### src/rtl/talanquera_actuator.sv
`default_nettype none
// ============================================================================
// Module  : talanquera_actuator
// Brief   : Barrier motor driver: sensor debounce, travel/dead-time FSM, status.
// Revision: 1.0 - initial release
// ============================================================================
module talanquera_actuator #(
  parameter int DEB_CYC    = 16,
  parameter int TRAVEL_MAX = 50_000_000,
  parameter int DEAD_CYC   = 1_000_000
) (
  input  logic       clk,
  input  logic       R,
  input  logic [1:0] TAL,
  input  logic       LIM_UP,
  input  logic       LIM_DN,
  input  logic       OBS,
  output logic       MOT_UP,
  output logic       MOT_DN,
  output logic [1:0] POS,
  output logic       FAULT
);

  localparam int c_cnt_max = (TRAVEL_MAX > DEAD_CYC) ? TRAVEL_MAX : DEAD_CYC;
  localparam int c_cnt_w   = $clog2(c_cnt_max + 1);
  localparam int c_deb_w   = $clog2(DEB_CYC + 1);

  typedef enum logic [2:0] {
    S_CLOSING  = 3'd0,
    S_CLOSED   = 3'd1,
    S_OPENING  = 3'd2,
    S_OPEN     = 3'd3,
    S_REV_WAIT = 3'd4,
    S_FAULT    = 3'd5
  } state_t;

  // Bit order of sensor vectors: {obstacle, lower limit, upper limit}
  logic [2:0] sync1_q, sync1_d, sync2_q, sync2_d;
  logic [2:0] deb_w;

  always_comb begin
    sync1_d = {OBS, LIM_DN, LIM_UP};
    sync2_d = sync1_q;
  end

  always_ff @(posedge clk) begin
    if (R) begin
      sync1_q <= '0;
      sync2_q <= '0;
    end else begin
      sync1_q <= sync1_d;
      sync2_q <= sync2_d;
    end
  end

  for (genvar i = 0; i < 3; i++) begin : g_deb
    logic [c_deb_w-1:0] cnt_q, cnt_d;
    logic               deb_q, deb_d;

    // Counter tracks consecutive disagreeing samples; any agreeing sample restarts it.
    always_comb begin
      cnt_d = '0;
      deb_d = deb_q;
      if (sync2_q[i] != deb_q) begin
        if (cnt_q == c_deb_w'(DEB_CYC - 1)) begin
          deb_d = sync2_q[i];
        end else begin
          cnt_d = cnt_q + c_deb_w'(1);
        end
      end
    end

    always_ff @(posedge clk) begin
      if (R) begin
        cnt_q <= '0;
        deb_q <= 1'b0;
      end else begin
        cnt_q <= cnt_d;
        deb_q <= deb_d;
      end
    end

    assign deb_w[i] = deb_q;
  end

  logic lu, ld, ob, tal_up;
  assign lu     = deb_w[0];
  assign ld     = deb_w[1];
  assign ob     = deb_w[2];
  assign tal_up = (TAL == 2'b01) || (TAL == 2'b10);

  state_t             state_q, state_d;
  logic [c_cnt_w-1:0] cnt_q, cnt_d;
  logic               tgt_open_q, tgt_open_d;

  always_comb begin
    state_d    = state_q;
    tgt_open_d = tgt_open_q;
    MOT_UP     = 1'b0;
    MOT_DN     = 1'b0;
    POS        = 2'b00;
    FAULT      = 1'b0;
    case (state_q)
      S_CLOSING: begin
        MOT_DN = 1'b1;
        POS    = 2'b11;
        if (ob || tal_up) begin
          state_d    = S_REV_WAIT;
          tgt_open_d = 1'b1;
        end else if (ld) begin
          state_d = S_CLOSED;
        end else if (cnt_q == c_cnt_w'(TRAVEL_MAX - 1)) begin
          state_d = S_FAULT;
        end
      end
      S_CLOSED: begin
        if (tal_up) begin
          state_d = S_OPENING;
        end else if (!ld) begin
          state_d = S_CLOSING;
        end
      end
      S_OPENING: begin
        MOT_UP = 1'b1;
        POS    = 2'b01;
        if (lu) begin
          state_d = S_OPEN;
        end else if (cnt_q == c_cnt_w'(TRAVEL_MAX - 1)) begin
          state_d = S_FAULT;
        end
      end
      S_OPEN: begin
        POS = 2'b10;
        if (!tal_up && !ob) begin
          state_d    = S_REV_WAIT;
          tgt_open_d = 1'b0;
        end
      end
      S_REV_WAIT: begin
        POS = 2'b11;
        if (cnt_q == c_cnt_w'(DEAD_CYC - 1)) begin
          if (tgt_open_q) begin
            state_d = S_OPENING;
          end else begin
            // Never start lowering onto something that appeared during the dead time
            state_d = ob ? S_OPEN : S_CLOSING;
          end
        end
      end
      S_FAULT: begin
        FAULT = 1'b1;
      end
      default: begin
        state_d = S_FAULT;
      end
    endcase
    if (lu && ld) begin
      state_d = S_FAULT;
    end
  end

  always_comb begin
    if (state_d != state_q) begin
      cnt_d = '0;
    end else if (cnt_q == c_cnt_w'(c_cnt_max)) begin
      cnt_d = cnt_q;
    end else begin
      cnt_d = cnt_q + c_cnt_w'(1);
    end
  end

  always_ff @(posedge clk) begin
    if (R) begin
      state_q    <= S_CLOSING;
      cnt_q      <= '0;
      tgt_open_q <= 1'b0;
    end else begin
      state_q    <= state_d;
      cnt_q      <= cnt_d;
      tgt_open_q <= tgt_open_d;
    end
  end

endmodule
`default_nettype wire

### config.mk
export PLATFORM = sky130hd
export DESIGN_NAME = talanquera_actuator
export DESIGN_NICKNAME = d
export VERILOG_FILES = /design/src/rtl/talanquera_actuator.sv
export SDC_FILE = /design/constraint.sdc
export NUM_CORES = 1
export LEC_CHECK = 0
export ABC_CLOCK_PERIOD_IN_PS = 2000
export BUFFER_PORTS_ARGS = -buffer_cell sky130_fd_sc_hd__buf_2
export CAP_MARGIN = 20
export CORE_UTILIZATION = 45
export CTS_CLUSTER_SIZE = 28
export DETAILED_ROUTE_END_ITERATION = 10
export PLACE_DENSITY = 0.65
export SETUP_SLACK_MARGIN = 0.4
export SLEW_MARGIN = 15
export SYNTH_ARGS = -nofsm -noshare
export SYNTH_HDL_FRONTEND = slang
export SYNTH_SLANG_ARGS = --single-unit
### constraint.sdc
create_clock -name clk -period 2 [get_ports clk]
set_input_delay 0.4 -clock clk [delete_from_list [all_inputs] [get_ports clk]]
set_output_delay 0.4 -clock clk [all_outputs]
set_load 0.02 [all_outputs]
# After elaboration in Yosys (flattened, before gate mapping)
# Index checks and enable logic that the tools add are counted.
[totals] register_bits=54 wordCells=73 inputBits=7 out_inout_bits=5
[classes] n_reduce_logical=17 add_sub_neg=4 n_bitwise=3 eq_ne=19 n_mux=19
[ops] cell="26-bit equality test, second input constant" n=2
[ops] cell="3-bit 2-to-1 mux" n=9
[ops] cell="26-bit by 1-bit adder with 26-bit output, second input constant" n=1
[ops] cell="26-bit by 20-bit equality test with 1-bit output, second input constant" n=1
[ops] cell="3-bit case mux with 6 select lines" n=1
[ops] cell="5-bit by 1-bit adder with 5-bit output, second input constant" n=3
[ops] cell="5-bit by 4-bit equality test with 1-bit output, second input constant" n=3
[ops] cell="3-bit OR reduction" n=3
[ops] cell="3-bit by 2-bit equality test with 1-bit output, second input constant" n=2
[ops] cell="3-bit equality test, second input constant" n=2
[ops] cell="2-bit case mux with 3 select lines" n=1
[ops] cell="2-bit AND reduction" n=3
[ops] cell="1-bit 2-to-1 mux" n=5
[ops] cell="2-bit 2-to-1 mux" n=2
[ops] cell="2-bit inequality test, second input constant" n=2
[ops] cell="2-bit OR reduction" n=2
[ops] cell="3-bit by 1-bit equality test with 1-bit output, second input constant" n=1
[ops] cell="3-bit zero test" n=1
[ops] cell="1-bit inequality test" n=3
[ops] cell="3-bit inequality test" n=1
[ops] cell="1-bit NOT" n=3
[ops] cell="3-bit AND reduction" n=1
[ops] cell="2-bit by 1-bit equality test with 1-bit output, second input constant" n=1
[ops] cell="2-bit equality test, second input constant" n=1
[ops] cell="5 further kinds" n=8

# Depth between registers and ports, before layout
[depth] word_depth=9 depth_mapped=8 ltp_nobuf=7

# Worst setup path before layout
# Ideal clock, no wire load.
[synth_timing] kind="flip-flop to flip-flop" from="register cnt_q[9]" to="register cnt_q[22]" arrival_ns=1.811 setup_slack_ns=0.075 stages_incl_launch_ff=9 setup_ns=0.115 required_time_ns=1.885 synth_period_minus_slack_ns=1.925 n_path_buf=2 path_cell_list="dfxtp_1 -> buf_6 -> or3b_2 -> nor4_4 -> nand2_1 -> o311a_1 -> nand4b_4 -> buf_6 -> nor2_1"
[synth_between] elab_chain_cells=8 elab_cells_between_ends=13 classes_between="add/sub (1); eq/ne (4); mux (7); reduce/logical (1)"
[synth_lines] element="from (decl)" line_no="93" text="logic [c_cnt_w-1:0] cnt_q, cnt_d;"
[synth_lines] element="from (signal assigned)" line_no="179" text="cnt_q <= cnt_d;"
[synth_lines] element="26-bit equality test" line_no="112, 128"
[synth_lines] element="3-bit 2-to-1 mux" line_no="112, 128"
[synth_lines] element="3-bit 2-to-1 mux" line_no="110" text="end else if (ld) begin"
[synth_lines] element="3-bit 2-to-1 mux" line_no="107" text="if (ob || tal_up) begin"
[synth_lines] element="3-bit case mux with 6 select lines" line_no="103" text="case (state_q)"
[synth_lines] element="3-bit 2-to-1 mux" line_no="157" text="if (lu && ld) begin"
[synth_lines] element="3-bit inequality test" line_no="163" text="if (state_d != state_q) begin"
[synth_lines] element="2-bit OR reduction (no source line)"
# Parallel ways exist; a longest one is shown, timed or not.
# A chain may end at the register's enable or synchronous reset.

# Worst setup path after layout
[layout_timing] from="register cnt_q[6]" to="register state_q[1]"
[layout_between] elab_chain_cells=6 elab_cells_between_ends=9 classes_between="eq/ne (2); mux (7)"
[layout_lines] element="26-bit equality test" line_no="112, 128"
[layout_lines] element="3-bit 2-to-1 mux" line_no="112, 128"
[layout_lines] element="3-bit 2-to-1 mux" line_no="110"
[layout_lines] element="3-bit 2-to-1 mux" line_no="107"
[layout_lines] element="3-bit case mux with 6 select lines *" line_no="103"
[layout_lines] element="3-bit 2-to-1 mux *" line_no="157"
[layout_lines] element="to (signal assigned)" line_no="178" text="state_q <= state_d;"
[layout_lines] element="to (decl)" line_no="92" text="state_t state_q, state_d;"
# Mark *: on every way between the ends. The rest lies on a longest branch, timed or not.

==> metrics.csv <==
stage;metric;value;unit
critical_path;worstPathRequired;2.24;ns
placed_design;dp.cells;413;
global_routing;grt_pass1_wl;10.3;mm
critical_path;r2r-start;cnt_q[6]$_SDFFE_PP0P_;
logic_synthesis;synth_nets;320;
power_and_ir_drop;power.leakage;1.33;nW
detailed_routing;drc_errors;0;
critical_path;r2r_slack;0.04;ns
logic_synthesis;synth_area_per_cell;8.78;sq um
die;top_level_ports;12;
die;die_area;6260;sq um
power_and_ir_drop;power_switching;0.482;mW
outcome;status;complete, no violations;
detailed_routing;ant_nets;0;
critical_path;critPathLaunch;cnt_q[6]$_SDFFE_PP0P_;
critical_path;cp-start-kind;flop;
critical_path;cp-endpoint;state_q[1]$_SDFF_PP0_;
cts;holdBufCountCts;0;
die;coreArea;5610;sq um
sta;fin_crit_sh;97.8;%
placed_design;place_congestion;0.845;
cells_and_area;final_nets;373;
cts;cts_sinks;54;
power_and_ir_drop;power.internal;1.55;mW
die;num_rows;27;
detailed_routing;finalWirelength;6.22;mm
die;die_height;79.1;um
sta;slew_headroom;76.0;%
power_and_ir_drop;p_seq_share;54.3;%
power_and_ir_drop;power_frac_comb;9.5;%
critical_path;endpoint_kind;flop;
cells_and_area;syn2layout_area_growth;31.4;%
power_and_ir_drop;p_sw_share;23.8;%
critical_path;cp_max_fo;3;
cells_and_area;drive_gt1_share;33.7;%
logic_synthesis;yosys_warnings;0;
power_and_ir_drop;ir_drop;407;uV
logic_synthesis;synth.yosys.seq_area_share;40.4;%
critical_path;slowest_delay;0.55;ns
sta;fin_crit;1.96;ns
logic_synthesis;synth_cells;305;
cts;clkTransAtPathRegs;0.09;ns
critical_path;crit_type;flop to flop;
sta;final_max_slew_viol_count;0;
logic_synthesis;ys_seq_elements;54;
critical_path;ff2ff_path_depth;6;
sta;tns;0;ns
sta;rsz0062_at_grt;true;
cells_and_area;fin_cells;431;
sta;setup_viol;0;
die;fp.dieW;79.1;um
detailed_routing;firstDrtPassIters;5;
critical_path;path_cells;or4_4, nor4_4, nand4_2, nor4b_2, o21ai_1, a21oi_1;
global_routing;grt_remaining_overflow;0;
cts;cts_root_buffer;clkbuf_8;
run;drv_cap;0;
sta;worstMarginPinSlew;0.358;ns
logic_synthesis;ys.flop_type;dfxtp_1;
logic_synthesis;synth_area;2680;sq um
logic_synthesis;ys_types;49;
placed_design;hpwl;3.87;mm
global_routing;grt_pass1_vias;2255;
cts;cts_made_buffers;5;
global_routing;grtUsageTotal;21.1;%
placed_design;place_ws;-0.156;ns
min_path;hold_class;input port to flop;
cts;insertion_delay;0.31;ns
sta;hold_viol;0;
power_and_ir_drop;pwr-share-clk;36.1;%
detailed_routing;avgRoutedWirePerCell;14.4;um
critical_path;slowest_stage;or4_4;
global_routing;antenna_found_initial;0;
critical_path;crit_arrival;2.20;ns
detailed_routing;num_vias;2347;
cts;cts_tree;built;
detailed_routing;vias_per_cell;5.45;
cts;h-tree-depth;2;
logic_synthesis;synth_edf_count;0;
power_and_ir_drop;p_per_area;576;nW/um^2
cts;clock_path_buffers;2;
die;floorplan.initialDensity;47.7;%
sta;clock_skew;0.00844;ns
critical_path;r2r_end;state_q[1]$_SDFF_PP0_;
sta;fmax;511;MHz
placed_design;io_buffers;11;
cells_and_area;antenna_cells;0;
logic_synthesis;ys_async_sr_fraction;0;%
global_routing;grt_max_degree;17;
sta;setup_ws;0.0440;ns
detailed_routing;first_iter_violations;82;
[sequential cells by signal, summed over array words and instances, names as in the netlist]
register     count
g_deb.deb_q      3
sync2_q          3
cnt_q           26
tgt_open_q       1
sync1_q          3
g_deb.cnt_q     15
state_q          3
[cells by family after synthesis]
family                   share of synthesized area, %
multiplexers                                     1.50
buffers and inverters                            4.25
AND/OR/NAND/NOR                                  32.4
flip-flops                                       40.4
AO/OA/AOI/OAI                                    6.26
XOR/XNOR                                         11.4
adder cells (fa/ha/maj)                          3.74
[routing by layer]
| metal | share of wire (%) | track usage [%] | vias up |
|---|---|---|---|
| met3 | 3.8 | 5.40 | 16 |
| li1 | - | - | 1177 |
| met2 | 48 | 34.4 | 52 |
| met5 | 0 | 0 | - |
| met4 | 2.3 | 8.91 | 0 |
| met1 | 46 | 26.2 | 1102 |
[Yosys cell counts (all sizes together) (2+ instances only)]
library cell | count | area share, %
nor2 | 58 | 8.1
dfxtp | 54 | 40
xor2 | 21 | 6.9
nand2 | 16 | 2.2
nand4 | 15 | 3.7
nand3 | 14 | 2.6
xnor2 | 14 | 4.6
inv | 12 | 1.7
and3 | 9 | 2.1
clkbuf | 8 | 1.1
ha | 8 | 3.7
nor2b | 8 | 1.9
nor3 | 7 | 1.5
o21ai | 6 | 1.1
a21oi | 5 | 0.93
a31oi | 4 | 0.93
buf | 4 | 1.4
mux2i | 4 | 1.5
nor4 | 4 | 2.1
or3 | 4 | 0.93
or3b | 3 | 0.98
and4 | 2 | 0.65
nand2b | 2 | 0.47
nor4b | 2 | 0.89
nor4bb | 2 | 0.75
o311a | 2 | 0.75
[critical path: cells and delay by family (launching register included)]
| kind | cells | cell delay [ns] |
|---|---|---|
| DFF | 1 | 0.33 |
| and+or+nand+nor | 4 | 1.28 |
| AOI/OAI and AO/OA | 2 | 0.27 |
[worst min path at each step]
| stage | start | endpoint | slack, ns | cells after the start |
|---|---|---|---|---|
| after floorplan | sync1_q[0]$_SDFF_PP0_ | sync2_q[0]$_SDFF_PP0_ | 0.41 | 1 |
| after detailed placement | sync1_q[2]$_SDFF_PP0_ | sync2_q[2]$_SDFF_PP0_ | 0.43 | 1 |
| final | OBS | sync1_q[2]$_SDFF_PP0_ | 0.29 | 2 |
| after CTS | OBS | sync1_q[2]$_SDFF_PP0_ | 0.29 | 2 |
| after global routing | LIM_DN | sync1_q[1]$_SDFF_PP0_ | 0.28 | 2 |
| after global placement | sync1_q[2]$_SDFF_PP0_ | sync2_q[2]$_SDFF_PP0_ | 0.42 | 1 |
[power groups by stage]
stage	sequential [mW]	clock [mW]	combinational, mW
3_3_place_gp	1.13	0	0.125
6_report	1.10	0.733	0.193
2_1_floorplan	1.13	0	0.0888
5_1_grt	1.10	0.804	0.208
3_5_place_dp	1.13	0	0.126
4_1_cts	1.10	0.742	0.160
[layout make-up]
class,instances,area (sq um)
multi-input cells,230,1730
clock buffers,5,68.8
repair buffers,55,443
clock inverters,3,40.0
well taps,72,90.1
fillers,453,2090
flip-flops and latches,54,1100
inverters,12,47.5
[layout by cell type, fill, tap and decap left out, types with 7 or more instances in the layout]
master,Yosys,final
dfxtp_2,0,7
nor2_2,0,11
xnor2_1,14,14
buf_4,0,38
xor2_1,21,21
nand2_1,16,16
dfxtp_1,54,44
nor2b_1,8,7
nand3_1,14,12
nor2_1,58,47
nand4_1,14,14
ha_1,8,8
inv_1,12,9
buf_6,3,10
and3_1,9,7
[per-stage QoR]
step	util (%)	power, mW	area (sq um)	hold WS [ns]
after CTS	59.1	2.01	3320	0.294
final	62.7	2.03	3520	0.295
after global routing	62.7	2.12	3520	0.282
after global placement	54.2	1.25	3040	0.422
after detailed placement	54.2	1.26	3040	0.425
after floorplan	-	1.22	2690	0.414
[what timing repair did]
item,CTS,global route
setup endpoints to repair,35,47
pin swaps,29,11
hold endpoints to repair,0,0
buffers inserted,3,4
gates resized for setup,24,54
cloned,3,0
(Power assumes the default switching activity.)
